## config.mk

```make
export PLATFORM = sky130hd
export DESIGN_NAME = sum_accumulator
export DESIGN_NICKNAME = d
export VERILOG_FILES = /design/src/rtl/sum_accumulator.sv
export SDC_FILE = /design/constraint.sdc
export NUM_CORES = 1
export LEC_CHECK = 0
export CAP_MARGIN = 20
export CORE_AREA = 2 2 63 65
export DETAILED_ROUTE_END_ITERATION = 12
export DIE_AREA = 0 0 65 67
export MAX_ROUTING_LAYER = met4
export SETUP_SLACK_MARGIN = 0.4
export SYNTH_ARGS = -nofsm -noshare
export SYNTH_HDL_FRONTEND = slang
export SYNTH_SLANG_ARGS = --single-unit
```

## constraint.sdc

```tcl
create_clock -name clk -period 4.6 [get_ports clk]
set_input_delay 0.92 -clock clk [delete_from_list [all_inputs] [get_ports clk]]
set_output_delay 0.92 -clock clk [all_outputs]
set_load 0.02 [all_outputs]
```

## src/rtl/sum_accumulator.sv

```systemverilog
// sum_accumulator: accepts {Carry,Sum} adder results over a valid/ready
// handshake and sums N_SAMPLES of them into an ACC_W-bit total. The total
// is presented with done and held until result_ack.
//
// state | meaning
// ------+-----------------------------------------------------------
// IDLE  | waiting for start; in_ready=0, done=0, last total held
// RUN   | accepting beats; in_ready=1 until N_SAMPLES are taken
// DONE  | total final and frozen; done=1 until result_ack
module sum_accumulator #(
   parameter int ACC_W     = 12,
   parameter int N_SAMPLES = 16,
   parameter int CNT_W     = 5
) (
   input  logic             clk,
   input  logic             rst_n,
   input  logic             start,
   input  logic             clear,
   input  logic             in_valid,
   output logic             in_ready,
   input  logic [3:0]       Sum,
   input  logic             Carry,
   output logic [ACC_W-1:0] acc_out,
   output logic [CNT_W-1:0] count,
   output logic             overflow,
   output logic             done,
   input  logic             result_ack
);

   typedef enum logic [1:0] {
      IDLE = 2'd0,
      RUN  = 2'd1,
      DONE = 2'd2
   } state_t;

   localparam logic [CNT_W-1:0] N_CNT = CNT_W'(N_SAMPLES);

   state_t           state_q;
   logic [ACC_W-1:0] acc_q;
   logic [CNT_W-1:0] cnt_q;
   logic             ovf_q;
   logic             done_q;
   logic             in_ready_q;

   logic [ACC_W:0]   sum_d;
   logic [CNT_W-1:0] cnt_d;
   logic             accept;
   logic             last_beat;

   // One extra bit on the adder captures the wrap out of bit ACC_W-1.
   always_comb begin
      sum_d     = {1'b0, acc_q} + (ACC_W+1)'({Carry, Sum});
      cnt_d     = cnt_q + CNT_W'(1);
      accept    = in_valid & in_ready_q;
      last_beat = (cnt_d == N_CNT);
   end

   // Sequencer with registered handshake/status outputs; clear overrides any transition.
   always_ff @(posedge clk or negedge rst_n) begin
      if (!rst_n) begin
         state_q    <= IDLE;
         acc_q      <= '0;
         cnt_q      <= '0;
         ovf_q      <= 1'b0;
         done_q     <= 1'b0;
         in_ready_q <= 1'b0;
      end else if (clear) begin
         state_q    <= IDLE;
         acc_q      <= '0;
         cnt_q      <= '0;
         ovf_q      <= 1'b0;
         done_q     <= 1'b0;
         in_ready_q <= 1'b0;
      end else begin
         case (state_q)
            IDLE: begin
               if (start) begin
                  state_q    <= RUN;
                  acc_q      <= '0;
                  cnt_q      <= '0;
                  ovf_q      <= 1'b0;
                  in_ready_q <= 1'b1;
               end
            end
            RUN: begin
               if (accept) begin
                  acc_q <= sum_d[ACC_W-1:0];
                  cnt_q <= cnt_d;
                  if (sum_d[ACC_W]) ovf_q <= 1'b1;
                  if (last_beat) begin
                     state_q    <= DONE;
                     in_ready_q <= 1'b0;
                     done_q     <= 1'b1;
                  end
               end
            end
            DONE: begin
               if (result_ack) begin
                  state_q <= IDLE;
                  done_q  <= 1'b0;
               end
            end
            default: begin
               state_q    <= IDLE;
               done_q     <= 1'b0;
               in_ready_q <= 1'b0;
            end
         endcase
      end
   end

   assign in_ready = in_ready_q;
   assign acc_out  = acc_q;
   assign count    = cnt_q;
   assign overflow = ovf_q;
   assign done     = done_q;

endmodule
```

# Yosys cells after proc, flatten, opt, wreduce, memory -nomap -nowiden
# Cells that the tools add are included.
[op_classes] addsub=2 eq_ne=10 n_mux=29 bitwise_logic=1 reduce_logical=7
[ops] cell="12-bit two-way mux" count=3
[ops] cell="12-bit one-hot mux with 2 select lines" count=1
[ops] cell="4-bit AND reduction" count=4
[ops] cell="5-bit two-way mux" count=3
[ops] cell="3-bit inequality test (second input constant)" count=5
[ops] cell="12-bit by 5-bit adder with 13-bit output" count=1
[ops] cell="1-bit two-way mux" count=12
[ops] cell="2-bit two-way mux" count=5
[ops] cell="5-bit one-hot mux with 2 select lines" count=1
[ops] cell="1-bit one-hot mux with 3 select lines" count=2
[ops] cell="2-bit one-hot mux with 3 select lines" count=1
[ops] cell="5-bit by 1-bit adder with 5-bit output (second input constant)" count=1
[ops] cell="5-bit equality test (second input constant)" count=1
[ops] cell="2-bit inequality test (second input constant)" count=2
[ops] cell="3-bit AND reduction" count=1
[ops] cell="3-bit nonzero test" count=1
[ops] cell="2-bit by 1-bit equality test with 1-bit output (second input constant)" count=1
[ops] cell="2-bit equality test (second input constant)" count=1
[ops] cell="2-bit logical NOT" count=1
[ops] cell="1-bit one-hot mux with 2 select lines" count=1
[ops] cell="1-bit AND" count=1
[word_totals] reg_bits=22 inputBits=11 out_inout_bits=20 word_cells=55

# Depth between registers and ports, before layout
[depth] ltp_word=6 mapped_depth=6

# Least setup slack after synthesis
# Ideal clock, no wire load.
[synth_path] path_type="input to register" start="in Sum[0]" end="reg acc_q[8], in the netlist acc_out[8]" arrival_ns=2.346 t_required_ns=4.518 slack_ns=2.172 cell_stages=6 n_path_buf=0 path_cell_list="ha_1 fa_1 a21oi_1 o211ai_1 a31o_2 a31oi_1"
[synth_via] elab_chain_cells=4
[synth_lines] element="start, declared" line="21" source="input logic [3:0] Sum,"
[synth_lines] element="12-bit by 5-bit adder with 13-bit output" line="52" source="sum_d = {1'b0, acc_q} + (ACC_W+1)'({Carry, Sum});"
[synth_lines] element="12-bit two-way mux" line="86" source="if (accept) begin"
[synth_lines] element="12-bit one-hot mux with 2 select lines" line="75" source="case (state_q)"
[synth_lines] element="12-bit two-way mux" line="67" source="end else if (clear) begin"
[synth_lines] element="end signal, assigned" line="87" source="acc_q <= sum_d[ACC_W-1:0];"
[synth_lines] element="end, declared" line="39" source="logic [ACC_W-1:0] acc_q;"
# Every way passes these cells. The select of a mux whose other input is x is not followed.
# A chain may end at the register's enable or synchronous reset.

# Worst setup path in the final report
# Ends and elaborated chain as after synthesis.

==> out/metrics.yaml <==
max-cap-violations: 0
initial_core_util_pct: 38.7
ys_seq_elements: 22
ios: 31
finalNetCount: 198
root_buffer: "clkbuf_8"
drive_above_1_share_pct: 7.30
num_antenna_cells: 0
netlist_area_sq_um: 1400
p_per_area_nw_per_um2: 223
start_kind: "primary input"
cp.arrival_ns: 2.96
clk_latency_ns: 0.26
clock_skew_ns: 0.00139
viasPerCell: 5.55
hp-class: "reg2reg"
synth_ff_type: "dfrtp_1"
tightest_slew_ns: 0.903
synthCells: 149
dieArea_sq_um: 4360
place.detailed.hpwl_microns: 2300
async_reset_ff_share_pct: 100
area_growth_pct: 27.4
cts-buffers-inserted: 3
routedWlPerCell_microns: 13.7
grt_pass1_wl_microns: 5560
setup_violations: 0
yosys.area.top_type: "dfrtp_1"
cts_setup_buffers: 0
cts_resized: 0
drt.antenna.violating_nets: 0
synth.most_common_cell: "dfrtp_1"
setup.worst_path.end_class: "flop"
antenna_found_initial: 0
rsz0062_at_grt: "no"
cts_sinks: 22
fin_setup_tns_ns: 0
post-route-drc-count: 0
gp_congestion: 0.838
clock_path_buffers: 2
status: "finished, final reports clean"
die_w_microns: 65
ir_drop_uv: 128
vias: 1254
hold_violations: 0
hold_ws_ns: 0.516
avgSynthCellArea_sq_um: 9.37
grt_pass1_vias: 1187
drt_wl_total_microns: 3110
crit_fanout: 7
drtPass1Iterations: 4
fin_cells: 226
crit_required_ns: 4.78
drv_slew: 0
finalCritPeriodShare_pct: 60.6
cts.htree.levels: 1
core_area_sq_um: 3610
yosysTopAreaCellShare_pct: 39.4
grt_max_degree: 23
yosys-top-cells-area: "dfrtp_1 39%, ha_1 5.4%, o21ai_0 4.7%"
yosys-top-cells-count: "22 x dfrtp_1, 16 x nand2_1, 13 x o21ai_0, 8 x a21oi_1, 8 x nand3_1"
first_iter_violations: 61
rows: 22
yosys_warnings: 0
setup_ws_ns: 1.81
yosysSeqAreaShare_pct: 39.4
cts_hold_buf: 0
synth-edff-count: 0
die_y_microns: 67
yosysUniqueCellTypes: 49
synth_nets: 167
dp_cells: 222
pre_cts_slack_ns: 1.56
grt.total_usage_pct: 16.8
crit_type: "in2reg"
fmax_mhz: 359
relSlewSlack_pct: 39.7
power.leakage_uw: 0.000709
grt_overflow_total: 0
clkTransAtPathRegs_ns: 0.07
cts_tree: "yes"
period_needed_ns: 2.79
port_buffers: 30
-- worst paths after layout --
| path | start | to | slack, ns | cells past startpoint |
|---|---|---|---|---|
| setup / recovery | Sum[0] | acc_out[8]$_DFFE_PN0P_ | 1.81 | 7 |
| hold / removal | acc_out[3]$_DFFE_PN0P_ | acc_out[3]$_DFFE_PN0P_ | 0.52 | 2 |
| setup reg to reg | acc_out[0]$_DFFE_PN0P_ | acc_out[8]$_DFFE_PN0P_ | 2.49 | 6 |
| hold reg to reg | acc_out[3]$_DFFE_PN0P_ | acc_out[3]$_DFFE_PN0P_ | 0.52 | 2 |
| max in group asynchronous | rst_n | acc_out[0]$_DFFE_PN0P_ | 3.35 | 2 |
| min in group asynchronous | rst_n | acc_out[5]$_DFFE_PN0P_ | 0.87 | 1 |
-- registers in the layout, indices dropped and copies added, names as in the netlist --
name / flops
done: 1
acc_out: 12
overflow: 1
state_q: 2
count: 5
in_ready: 1
-- metal layers --
metal	track usage (%)	vias up	share of wire [%]
li1	-	625	-
met1	22.4	604	48
met2	26.2	23	48
met3	2.36	2	3.0
met4	5.85	0	0.45
met5	-	-	0
-- placed cells by master, fill, tap and decap left out, types with 2 or more instances in the layout --
master,instances
o21ai_0,13
o21a_1,2
nor2_1,6
a41oi_1,2
a21o_1,3
a31oi_1,4
nor3_1,2
a211oi_1,3
o311ai_0,2
a21oi_1,8
nand2b_1,2
dfrtp_1,22
nand4b_1,2
nand3_1,8
o31ai_1,4
inv_1,4
nand4_1,2
o21bai_1,3
and2_1,3
nand2_1,16
clkdlybuf4s50_1,30
xnor2_1,2
ha_1,6
clkbuf_8,3
-- where the power goes --
group	switching [uW]	internal [uW]	leakage, uW
clock network	58.0	58.3	0.0000216
logic	42.2	35.4	0.000385
registers	5.72	198	0.000303
-- logic make-up after synthesis --
kind of cell               count (synthesis)  synth area share (%)
buffers and inverters                     10                  4.03
muxes                                      1                 0.806
AOI/OAI and AO/OA                         52                  24.8
adders and majority gates                  7                  6.81
xor gates and xnor gates                   2                  1.25
DFF                                       22                  39.4
and+or+nand+nor                           55                  22.9
-- area by class of cell --
cell class | count | area [sq um]
clock buffers | 3 | 41.3
multi-input cells | 117 | 790
flip-flops and latches | 22 | 551
repair buffers | 32 | 323
well taps | 48 | 60.1
fillers | 354 | 1830
inverters | 4 | 15.0
-- worst max-delay path: stages --
cell             delay [ns]
clkdlybuf4s50_1        0.40
ha_1                   0.23
fa_1                   0.41
a21oi_1                0.23
o211ai_1               0.28
a31o_2                 0.32
a31oi_1                0.17
-- through the flow --
stage,power (uW),utilization (%),instance area (sq um)
6_report,398,49.3,1780
5_1_grt,423,49.3,1780
4_1_cts,402,48.9,1760
3_5_place_dp,284,47.8,1720
3_3_place_gp,283,47.8,1720
2_1_floorplan,253,-,1400
No activity file was read; power rests on OpenSTA's default activity.
